==> config.mk <==
export PLATFORM = sky130hd
export DESIGN_NAME = alu_nibble_sequencer_flat
export DESIGN_NICKNAME = d
export VERILOG_FILES = /design/src/rtl/alu_nibble_sequencer_if.sv /design/src/rtl/alu_nibble_sequencer.sv /design/src/flat_wrapper.sv
export SDC_FILE = /design/constraint.sdc
export NUM_CORES = 1
export LEC_CHECK = 0
export ABC_AREA = 0
export CORE_UTILIZATION = 54
export DETAILED_ROUTE_END_ITERATION = 6
export DONT_BUFFER_PORTS = 1
export PLACE_DENSITY_LB_ADDON = 0.15
export SLEW_MARGIN = 10
export SYNTH_ARGS = -nofsm -noshare
export SYNTH_HDL_FRONTEND = slang
export SYNTH_SLANG_ARGS = --single-unit
==> constraint.sdc <==
create_clock -name clk -period 5.01 [get_ports clk]
set_clock_uncertainty 0.2 [all_clocks]
set_input_delay 1.002 -clock clk [delete_from_list [all_inputs] [get_ports clk]]
set_output_delay 1.002 -clock clk [all_outputs]
set_load 0.01 [all_outputs]
==> src/rtl/alu_nibble_sequencer_if.sv <==
// alu_nibble_sequencer_if: command and result valid/ready bundle between the
// front end (master) and the nibble sequencer (slave).
interface alu_nibble_sequencer_if #(parameter int NIBBLES = 4);
    localparam int W = 4 * NIBBLES;
    logic         op_valid;
    logic         op_ready;
    logic [W-1:0] op_a;
    logic [W-1:0] op_b;
    logic [3:0]   op_s;
    logic         op_m;
    logic         op_cnb;
    logic         res_valid;
    logic         res_ready;
    logic [W-1:0] res_f;
    logic         res_cn4b;
    logic         res_aeb;
    modport master (
        output op_valid, op_a, op_b, op_s, op_m, op_cnb, res_ready,
        input  op_ready, res_valid, res_f, res_cn4b, res_aeb
    );
    modport slave (
        input  op_valid, op_a, op_b, op_s, op_m, op_cnb, res_ready,
        output op_ready, res_valid, res_f, res_cn4b, res_aeb
    );
endinterface

==> src/rtl/alu_nibble_sequencer.sv <==
// alu_nibble_sequencer: runs a wide 74181-style operation one nibble per clock
// through a single combinational slice, LSB nibble first, chaining carry.
module alu_nibble_sequencer #(
    parameter int NIBBLES = 4
) (
    input  logic                  clk,
    input  logic                  rst_n,
    alu_nibble_sequencer_if.slave bus,
    output logic [3:0]            alu_a,
    output logic [3:0]            alu_b,
    output logic [3:0]            alu_s,
    output logic                  alu_m,
    output logic                  alu_cnb,
    input  logic [3:0]            alu_f,
    input  logic                  alu_cn4b,
    input  logic                  alu_aeb
);
    localparam int W  = 4 * NIBBLES;
    localparam int IW = $clog2(NIBBLES);
    typedef enum logic [1:0] {IDLE, RUN, DONE} state_t;
    state_t        state_q, state_d;
    logic [W-1:0]  a_q, a_d, b_q, b_d, f_q, f_d;
    logic [3:0]    s_q, s_d;
    logic          m_q, m_d, carry_q, carry_d, aeb_q, aeb_d;
    logic          cn4b_q, cn4b_d, raeb_q, raeb_d;
    logic [IW-1:0] idx_q, idx_d;
    logic          run, last;
    assign run  = state_q == RUN;
    assign last = idx_q == IW'(NIBBLES - 1);
    // Slice sees a neutral logic-mode drive whenever no operation is in flight.
    assign alu_a   = run ? a_q[4*idx_q +: 4] : 4'h0;
    assign alu_b   = run ? b_q[4*idx_q +: 4] : 4'h0;
    assign alu_s   = run ? s_q : 4'h0;
    assign alu_m   = run ? m_q : 1'b1;
    assign alu_cnb = run ? carry_q : 1'b1;
    assign bus.op_ready  = state_q == IDLE;
    assign bus.res_valid = state_q == DONE;
    assign bus.res_f     = f_q;
    assign bus.res_cn4b  = cn4b_q;
    assign bus.res_aeb   = raeb_q;
    always_comb begin
        state_d = state_q;
        a_d     = a_q;
        b_d     = b_q;
        s_d     = s_q;
        m_d     = m_q;
        carry_d = carry_q;
        aeb_d   = aeb_q;
        idx_d   = idx_q;
        f_d     = f_q;
        cn4b_d  = cn4b_q;
        raeb_d  = raeb_q;
        case (state_q)
            IDLE: if (bus.op_valid) begin
                a_d     = bus.op_a;
                b_d     = bus.op_b;
                s_d     = bus.op_s;
                m_d     = bus.op_m;
                carry_d = bus.op_cnb;
                idx_d   = '0;
                aeb_d   = 1'b1;
                state_d = RUN;
            end
            RUN: begin
                f_d[4*idx_q +: 4] = alu_f;
                carry_d = alu_cn4b;
                aeb_d   = aeb_q & alu_aeb;
                idx_d   = idx_q + 1'b1;
                if (last) begin
                    cn4b_d  = alu_cn4b;
                    raeb_d  = aeb_q & alu_aeb;
                    state_d = DONE;
                end
            end
            DONE: if (bus.res_ready) state_d = IDLE;
            default: state_d = IDLE;
        endcase
    end
    always_ff @(posedge clk or negedge rst_n) begin
        if (!rst_n) begin
            state_q <= IDLE;
            a_q     <= '0;
            b_q     <= '0;
            s_q     <= '0;
            m_q     <= 1'b0;
            carry_q <= 1'b1;
            aeb_q   <= 1'b0;
            idx_q   <= '0;
            f_q     <= '0;
            cn4b_q  <= 1'b1;
            raeb_q  <= 1'b0;
        end else begin
            state_q <= state_d;
            a_q     <= a_d;
            b_q     <= b_d;
            s_q     <= s_d;
            m_q     <= m_d;
            carry_q <= carry_d;
            aeb_q   <= aeb_d;
            idx_q   <= idx_d;
            f_q     <= f_d;
            cn4b_q  <= cn4b_d;
            raeb_q  <= raeb_d;
        end
    end
endmodule

==> src/flat_wrapper.sv <==
// flat-port wrapper written by rule: the top's interface ports become plain ports
module alu_nibble_sequencer_flat 
#(
    parameter int NIBBLES = 4
)
  (clk, rst_n, alu_a, alu_b, alu_s, alu_m, alu_cnb, alu_f, alu_cn4b, alu_aeb, bus_op_valid, bus_op_a, bus_op_b, bus_op_s, bus_op_m, bus_op_cnb, bus_res_ready, bus_op_ready, bus_res_valid, bus_res_f, bus_res_cn4b, bus_res_aeb);
  alu_nibble_sequencer_if #(.NIBBLES(NIBBLES)) bus_i ();
  input  logic clk;
  input  logic rst_n;
  output logic [3:0] alu_a;
  output logic [3:0] alu_b;
  output logic [3:0] alu_s;
  output logic alu_m;
  output logic alu_cnb;
  input  logic [3:0] alu_f;
  input  logic alu_cn4b;
  input  logic alu_aeb;
  input wire logic [$bits(bus_i.op_valid)-1:0] bus_op_valid;
  input wire logic [$bits(bus_i.op_a)-1:0] bus_op_a;
  input wire logic [$bits(bus_i.op_b)-1:0] bus_op_b;
  input wire logic [$bits(bus_i.op_s)-1:0] bus_op_s;
  input wire logic [$bits(bus_i.op_m)-1:0] bus_op_m;
  input wire logic [$bits(bus_i.op_cnb)-1:0] bus_op_cnb;
  input wire logic [$bits(bus_i.res_ready)-1:0] bus_res_ready;
  output wire logic [$bits(bus_i.op_ready)-1:0] bus_op_ready;
  output wire logic [$bits(bus_i.res_valid)-1:0] bus_res_valid;
  output wire logic [$bits(bus_i.res_f)-1:0] bus_res_f;
  output wire logic [$bits(bus_i.res_cn4b)-1:0] bus_res_cn4b;
  output wire logic [$bits(bus_i.res_aeb)-1:0] bus_res_aeb;
  assign bus_i.op_valid = bus_op_valid;
  assign bus_i.op_a = bus_op_a;
  assign bus_i.op_b = bus_op_b;
  assign bus_i.op_s = bus_op_s;
  assign bus_i.op_m = bus_op_m;
  assign bus_i.op_cnb = bus_op_cnb;
  assign bus_i.res_ready = bus_res_ready;
  assign bus_op_ready = bus_i.op_ready;
  assign bus_res_valid = bus_i.res_valid;
  assign bus_res_f = bus_i.res_f;
  assign bus_res_cn4b = bus_i.res_cn4b;
  assign bus_res_aeb = bus_i.res_aeb;
  alu_nibble_sequencer #(.NIBBLES(NIBBLES)) u_core (.clk(clk), .rst_n(rst_n), .bus(bus_i), .alu_a(alu_a), .alu_b(alu_b), .alu_s(alu_s), .alu_m(alu_m), .alu_cnb(alu_cnb), .alu_f(alu_f), .alu_cn4b(alu_cn4b), .alu_aeb(alu_aeb));
endmodule
; Word-level counts from Yosys, hierarchy flattened
; Index checks and enable logic that the tools add are counted.
[totals]
register_bits = 61
out_inout_bits = 34
input_bits = 48
[op_classes]
n_addsub = 2
muxes = 16
reduce_logical = 6
eq_ne = 6
n_shift = 4
bitwise = 1
[ops]
columns = cell, n
row1 = $neg 4->34, 1
row2 = $shift 4x34->16 const A, 1
row3 = $shiftx 4x34->16, 1
row4 = $shiftx 16x5->4, 2
row5 = $bwmux 16, 1
row6 = $mux 4, 3
row7 = $mux 2, 4
row8 = $ne 2x2->1 const B, 3
row9 = $pmux 2 s3, 1
row10 = $reduce_and 2->1, 3
row11 = $eq 2x2->1 const B, 2
row12 = $mux 1, 4
row13 = $pmux 1 s2, 2
row14 = $pmux 2 s2, 1
row15 = $reduce_and 3->1, 1
row16 = $add 2x1->2 const B, 1
row17 = $eq 2x1->1 const B, 1
row18 = $logic_not 2->1, 1
row19 = $reduce_bool 2->1, 1
row20 = $and 1x1->1, 1

; Depth between registers and ports, before layout
; Gate-level depths: netlist of the first run.
[depth]
depth_word = 3
ltp_mapped = 7
ltp_nobuf = 5

; Least setup slack after synthesis of the first run
; OpenSTA, ideal clock, no wires.
[synth_path]
path_type = register -> output
startpoint = register u_core.state_q[1]
endpoint = output alu_a[0]
arrival_time_ps = 1075
path_buffers = 1
required_time_ps = 3808
slack_ps = 2733
path_stages_with_launch = 5
cell_sequence = dfrtp_1 nor2b_1 buf_2 nand2_1 o22ai_1
[synth_between]
elab_chain_cells = 2
[synth_rtl]
columns = element, line
row1 = start: declaration, alu_nibble_sequencer.sv:21  ; state_t state_q, state_d;
row2 = start signal: assignment, alu_nibble_sequencer.sv:93  ; state_q <= state_d;
row3 = $eq 2x1->1, alu_nibble_sequencer.sv:28  ; assign run = state_q == RUN;
row4 = $mux 4, alu_nibble_sequencer.sv:31  ; assign alu_a = run ? a_q[4*idx_q +: 4] : 4'h0;
row5 = end: declaration, flat_wrapper.sv:10  ; output logic [3:0] alu_a;
; No other way between the ends.

; Worst setup path after layout of the first run
[layout_path]
startpoint = register u_core.state_q[0]
endpoint = output alu_b[2]
[layout_between]
elab_chain_cells = 2
[layout_rtl]
columns = element, line
row1 = $eq 2x1->1, alu_nibble_sequencer.sv:28
row2 = $mux 4, alu_nibble_sequencer.sv:32  ; assign alu_b = run ? b_q[4*idx_q +: 4] : 4'h0;
row3 = end: declaration, flat_wrapper.sv:11  ; output logic [3:0] alu_b;
; No other way between the ends.

==> results of run 1 <==
-- area by class of cell --
| type | count | share of cell area |
|---|---|---|
| Tap cell | 67 | 0.0278 |
| Timing Repair Buffer | 3 | 0.00748 |
| Inverter | 3 | 0.00374 |
| Sequential cell | 61 | 0.508 |
| Clock buffer | 11 | 0.0470 |
| Multi-Input combinational cell | 149 | 0.389 |
| Clock inverter | 5 | 0.0166 |
-- cell families after synthesis --
kind of cell	Yosys count
multiplexers	54
AND/OR/NAND/NOR	56
flip-flops	61
adder cells (fa/ha/maj)	6
buffers and inverters	15
AO/OA/AOI/OAI	33
-- stage by stage --
stage | util | setup slack (ns)
global route | 0.621 | 1.88
detailed placement | 0.581 | 2.35
global placement | 0.581 | 2.40
floorplan | - | 2.73
CTS | 0.621 | 1.99
finish | 0.621 | 2.00
-- synthesized netlist by cell type --
cell type / count
a21oi_1: 1
a22oi_1: 1
and2_1: 4
buf_2: 5
buf_6: 5
clkbuf_1: 2
dfrtp_1: 59
dfstp_2: 2
ha_1: 6
inv_1: 3
mux2_1: 6
mux2_2: 32
mux2i_1: 16
nand2_1: 26
nand2b_1: 4
nand3_1: 7
nand3b_1: 6
nor2_1: 3
nor2b_1: 2
nor3b_1: 1
nor3b_4: 1
nor4b_2: 1
nor4bb_1: 1
o21ai_0: 14
o21bai_1: 1
o22a_1: 1
o22ai_1: 8
o2bb2ai_1: 4
o31ai_1: 3
-- worst max path at each step --
stage	end	slack (ns)
floorplan	alu_a[0]	2.73
global placement	alu_b[2]	2.40
detailed placement	alu_b[2]	2.35
CTS	alu_b[2]	1.99
global route	alu_b[2]	1.88
finish	alu_b[2]	2.00
-- state kept, by name, indices dropped and copies added (netlist names) --
signal               count
u_core.m_q               1
u_core.bus.res_f        16
u_core.state_q           2
u_core.aeb_q             1
u_core.idx_q             2
u_core.a_q              16
u_core.s_q               4
u_core.bus.res_cn4b      1
u_core.bus.res_aeb       1
u_core.carry_q           1
u_core.b_q              16
-- cell usage in the layout (no fill, tap or decap), types with 6 or more instances in the layout --
cell type / Yosys / routed
clkbuf_8: 0 / 10
o21ai_0: 14 / 14
nand3_1: 7 / 7
mux2_1: 6 / 6
nand2_1: 26 / 26
o22ai_1: 8 / 8
mux2_2: 32 / 32
nand3b_1: 6 / 6
dfrtp_1: 59 / 59
ha_1: 6 / 6
mux2i_1: 16 / 16
-- power groups by stage --
| stage | registers, W | clock network [W] | logic, W |
|---|---|---|---|
| final | 0.000923 | 0.000417 | 0.000760 |
| after global routing | 0.000959 | 0.000449 | 0.000840 |
| after CTS | 0.000925 | 0.000428 | 0.000769 |
| after detailed placement | 0.000934 | 0 | 0.000767 |
| after global placement | 0.000918 | 0 | 0.000738 |
| after floorplan | 0.000862 | 0 | 0.000700 |
-- metal layers --
layer | up-vias | share of wire
li1 | 802 | -
met1 | 851 | 0.43
met2 | 64 | 0.48
met3 | 6 | 0.076
met4 | 0 | 0.011
met5 | - | 0
-- critical path: stages, from the launching register on --
cell and delay (ns):
dfrtp_1 0.57, nor2b_1 0.26, nand2_1 0.26, o22ai_1 0.39
==> key figures, run 1 <==
Global routing
  – Initial antenna violation count: 0
  – Gr usage total: 0.195
  – Global route overflow: 0
  – First-pass GRT wire length: 7940 um
  – Vias in the first global route: 1717
  – Grt met1 use: 0.250
  – Grt met2 use: 0.302
  – Busiest grt layer: met2
  – Largest net degree at the start of global routing: 62
  – Met3 Usage GRT: 0.0610

Status
  – Status: finished clean

Drt
  – Wirelength per Cell: around 17 um
  – Total number of vias: about 1700
  – DR pass1 iterations: 4
  – Vias per cell: 5.76
  – Drt first-iter violations: 59
  – Total Wirelength: 5110 um
  – DRT antenna net count: 0
  – Residual DRC: 0

Yosys
  – Syn. warnings: 0
  – Adder-cell share of the synthesized area: 0.0268
  – Compound-Gate Fraction of Synth Area: 0.0737
  – Post-synthesis mux area share: 0.210
  – Largest family of logic cells by synthesized area: multiplexers
  – Syn_nets: around 280
  – Synth unique cells: 29
  – Synth Register Bits: just over 60
  – Post-Syn Area: 2800 um2
  – Synth area leader: dfrtp_1
  – Xor/xnor share of the synthesized area: 0
  – Share of the synthesized area in the top cell type: 0.527
  – Syn Inst Count: ~230
  – Top post-synthesis cells by area: dfrtp_1, mux2_2, mux2i_1
  – Avg Inst Size Synth: roughly 12 um2
  – Simple-Gate Fraction of Synth Area: 0.108
  – Post-synthesis sequential area ratio: 0.546

Placement
  – Dpl cells: about 280
  – Hpwl dp: around 3600 um
  – Placer Congestion: about 0.8
  – I/O Buffers: 0
  – Placed inst area: ~2800 um2

Clock tree
  – Clock transition at path regs: around 0.07 ns
  – Max Root-Sink Buffers: 2
  – Cts hold-fix bufs: 0
  – CTS tree: built
  – H-Tree Depth: 3
  – Worst skew pair latency: between 0.3 and 0.4 ns
  – TritonCTS buffer count: 9
  – Number of post-CTS setup repair buffers: 0
  – CTS Root Cell: clkbuf_8
  – Clk sinks: roughly 60
  – Post-cts resize count: 0

Pwr
  – Comb power frac: 0.362
  – Net Sw Frac: 0.366
  – P_leak: about 1.3 nW
  – Int Pwr: 0.00133 W
  – Clock network power share: 0.199
  – Total power: approximately 0.0021 W
  – Pwr/cell area: approximately 700 nW/um2
  – Net Sw Power: between 0.0007 and 0.0008 W
  – Sequential power share: 0.439
  – VDD IR-drop max: roughly 0.42 mV

Setup path
  – Crit path DAT: approximately 1.8 ns
  – CP Data Required Time: about 3.8 ns
  – Critical path capture point type: output port
  – Worst r2r dst: u_core.bus.res_f[11]
  – R2r setup slk: approximately 2.8 ns
  – CP Max Fanout: 11
  – Reg-to-reg startpoint: u_core.idx_q[0]
  – WS Path Type: flip-flop to output port
  – Setup crit start: u_core.state_q[0]
  – FF-to-FF path depth: 5
  – Crit start category: flip-flop

Cells and area
  – Final nets: 281
  – Register area: around 1500 um2
  – Diode count: 0
  – Final Instance Area: 3010 um2
  – Area occupied by multi-input gates: around 1200 um2
  – Non-filler cells, final: around 300
  – Layout area overhead: 7.46%
  – Fill cells: 383
  – Share of cells above drive strength 1: 0.233

Floorplan
  – FP Rows: 25
  – DIE WIDTH: roughly 74 um
  – Core area: around 4800 um2
  – Initial Utilization: 0.578
  – Total I/O pin count: 82
  – Die Y-Extent: approximately 74 um
  – Die area: between 5000 and 6000 um2

Hold path
  – Hold Path Class: input port to asynchronous set/reset pin

STA
  – Final Setup Violations: 0
  – Hold violation count in the final report: 0
  – Unrepaired setup endpoints after global routing: false
  – Rel. slew slack: 0.642
  – Fmax: between 300 and 400 MHz
  – Slew Viols, Final: 0
  – Tcrit/Tclk final: 0.600
  – Sum Neg Setup Slack: 0 ns
  – Measured slew at the worst slew-check pin: roughly 0.54 ns
  – Worst hold slack: 0.169 ns
  – Tmin final: around 3.0 ns

Job
  – Max Cap Viol: 0
(Power assumes the default switching activity.)
==> run 2: changes to the inputs <==
clock period = 3 ns   (was 5.01 ns; I/O delays follow)
==> key figures, run 2 (same netlist as run 1, synthesis figures left out) <==
Status
  – Status: finished clean (unchanged)

Setup path
  – Reg-to-reg startpoint: u_core.idx_q[0] (unchanged)
  – Setup crit start: u_core.state_q[0] (unchanged)
  – Critical Path Slowest Stage Cell: dfrtp_1 (unchanged)
  – WS Path Type: flip-flop to output port (unchanged)
  – CP peak stage delay: 0.54 ns (was 0.57 ns)
  – Chain of cells forming the critical path: nor2b_1 > nand2_1 > o22ai_1 (unchanged)
  – Critical path capture point type: output port (unchanged)
  – CP Max Fanout: 11 (unchanged)
  – Crit path DAT: 1.78 ns (was 1.81 ns)
  – CP Data Required Time: 2.20 ns (was 3.81 ns)
  – Crit start category: flip-flop (unchanged)

Clock tree
  – H-Tree Depth: 3 (unchanged)
  – Max Root-Sink Buffers: 2 (unchanged)
  – Number of post-CTS setup repair buffers: 0 (unchanged)
  – Clock transition at path regs: 0.07 ns (about the same)
  – CTS Root Cell: clkbuf_8 (unchanged)
  – Worst skew pair latency: 0.32 ns (about the same)
  – Clk sinks: 61 (unchanged)
  – CTS tree: built (unchanged)
  – TritonCTS buffer count: 9 (unchanged)

Cells and area
  – Commonest non-fill, non-tap cell in the layout: dfrtp_1 (unchanged)
  – Register area: 1530 um2 (unchanged)
  – Final nets: 284 (was 281)
  – Diode count: 0 (unchanged)
  – Area occupied by multi-input gates: 1170 um2 (unchanged)
  – Layout area overhead: 10.8% (was 7.46%)
  – Share of cells above drive strength 1: 0.238 (was 0.233)
  – Fill cells: 383 (unchanged)
  – Commonest non-fill, non-tap cells in the layout: dfrtp_1, mux2_2, nand2_1, mux2i_1, o21ai_0 (unchanged)

Placement
  – Hpwl dp: 3690 um (was 3600 um)
  – Placer Congestion: 0.837 (was 0.805)
  – I/O Buffers: 0 (unchanged)

STA
  – Worst hold slack: 0.175 ns (was 0.169 ns)
  – Final Setup Violations: 0 (unchanged)
  – Measured slew at the worst slew-check pin: 0.500 ns (was 0.537 ns)
  – Slew Viols, Final: 0 (unchanged)
  – Rel. slew slack: 0.666 (was 0.642)
  – Tcrit/Tclk final: 0.859
  – Fmax: just under 400 MHz
  – Sum Neg Setup Slack: 0 ns (unchanged)
  – Unrepaired setup endpoints after global routing: false (unchanged)
  – Hold violation count in the final report: 0 (unchanged)
  – Tmin final: around 2.6 ns

Hold path
  – Hold Path Class: input port to flip-flop (was input port to asynchronous set/reset pin)
  – Hold Path Origin: bus_res_ready

Floorplan
  – Initial Utilization: 0.578 (unchanged)
  – Die area: 5480 um2 (unchanged)
  – Core area: 4850 um2 (unchanged)
  – DIE WIDTH: 74.0 um (unchanged)
  – FP Rows: 25 (unchanged)
  – Total I/O pin count: 82 (unchanged)
  – Die Y-Extent: 74.0 um (unchanged)

Drt
  – Drt first-iter violations: 55 (was 59)
  – DR pass1 iterations: 4 (unchanged)
  – Wirelength per Cell: 17.6 um (was 17.1 um)
  – Vias per cell: 5.76 (about the same)
  – Total Wirelength: 5310 um (was 5110 um)
  – DRT antenna net count: 0 (unchanged)
  – Total number of vias: 1739 (was 1723)
  – Residual DRC: 0 (unchanged)

Global routing
  – Vias in the first global route: 1711 (was 1717)
  – Global route overflow: 0 (unchanged)
  – Initial antenna violation count: 0 (unchanged)
  – First-pass GRT wire length: 8340 um (was 7940 um)
  – Largest net degree at the start of global routing: 62 (unchanged)
  – Gr usage total: 0.208 (was 0.195)

Pwr
  – Total power: 0.00372 W (was 0.00210 W)
  – P_leak: 1.33 nW (was 1.29 nW)
  – Pwr/cell area: 1200 nW/um2 (was 698 nW/um2)
  – VDD IR-drop max: 0.579 mV (was 0.418 mV)

Job
  – Max Cap Viol: 0 (unchanged)
[run 2: cell types whose count changed in the layout (fill, tap and decap cells not counted)]
| cell | change |
|---|---|
| buf_16 | +1 |
| buf_4 | +1 |
| bufinv_16 | +2 |
| clkbuf_8 | -1 |
| clkinv_2 | -3 |
| clkinv_4 | +1 |
| clkinvlp_4 | +1 |
| dlygate4sd3_1 | +1 |
[run 2: final timing paths]
| path | endpoint | slack [ns] | depth (start not counted) |
|---|---|---|---|
| min | u_core.state_q[1] | 0.18 | 1 |
| max reg2reg | u_core.bus.res_f[9] | 0.85 | 6 |
| min in group asynchronous | u_core.bus.res_f[2] | 0.64 | 2 |
| max in group asynchronous | u_core.carry_q | 1.67 | 2 |
| max | alu_b[2] | 0.42 | 3 |
| min reg2reg | u_core.s_q[3] | 0.29 | 1 |
[run 2: worst max-delay path, delay by kind of cell (launching register included)]
| family | cells | cell delay, ns |
|---|---|---|
| and+or+nand+nor | 2 | 0.56 |
| AOI/OAI and AO/OA | 1 | 0.36 |
| DFF | 1 | 0.54 |
[run 2: repair_timing]
action | 4_1_cts | 5_1_grt
setup endpoints to repair | 0 | 0
hold buffers | 2 | 0
resized for setup | 0 | 0
endpoints found under the hold margin | 61 | 0
[run 2: power breakdown]
group,internal [W],switching [W]
registers,0.00122,0.000291
logic,0.000615,0.000723
clock network,0.000552,0.000313
total,0.00239,0.00133
[run 2: final cells by class]
| class | count | area share |
|---|---|---|
| clock inverter | 6 | 0.0359 |
| timing repair buffer | 6 | 0.0218 |
| sequential | 61 | 0.493 |
| tap | 67 | 0.0270 |
| inverter | 3 | 0.00363 |
| multi-input combinational | 149 | 0.378 |
| clock buffer | 10 | 0.0411 |
[run 2: routing by layer]
| layer | vias up | track usage | share of wire | routed length (um) |
|---|---|---|---|---|
| met5 | - | 0 | 0 | 0 |
| met1 | 861 | 0.261 | 0.43 | 2290 |
| met4 | 0 | 0.0812 | 0.012 | 65 |
| li1 | 810 | - | - | - |
| met2 | 60 | 0.328 | 0.48 | 2540 |
| met3 | 8 | 0.0745 | 0.077 | 409 |
[run 2: stage by stage]
stage                      util  std cells  cell area, um2  setup slack, ns
after floorplan               -        225            2800             1.00
after global placement    0.583        284            2830            0.786
after detailed placement  0.583        284            2830            0.746
after CTS                 0.640        302            3100            0.389
after global routing      0.640        302            3100            0.253
final                     0.640        302            3100            0.422
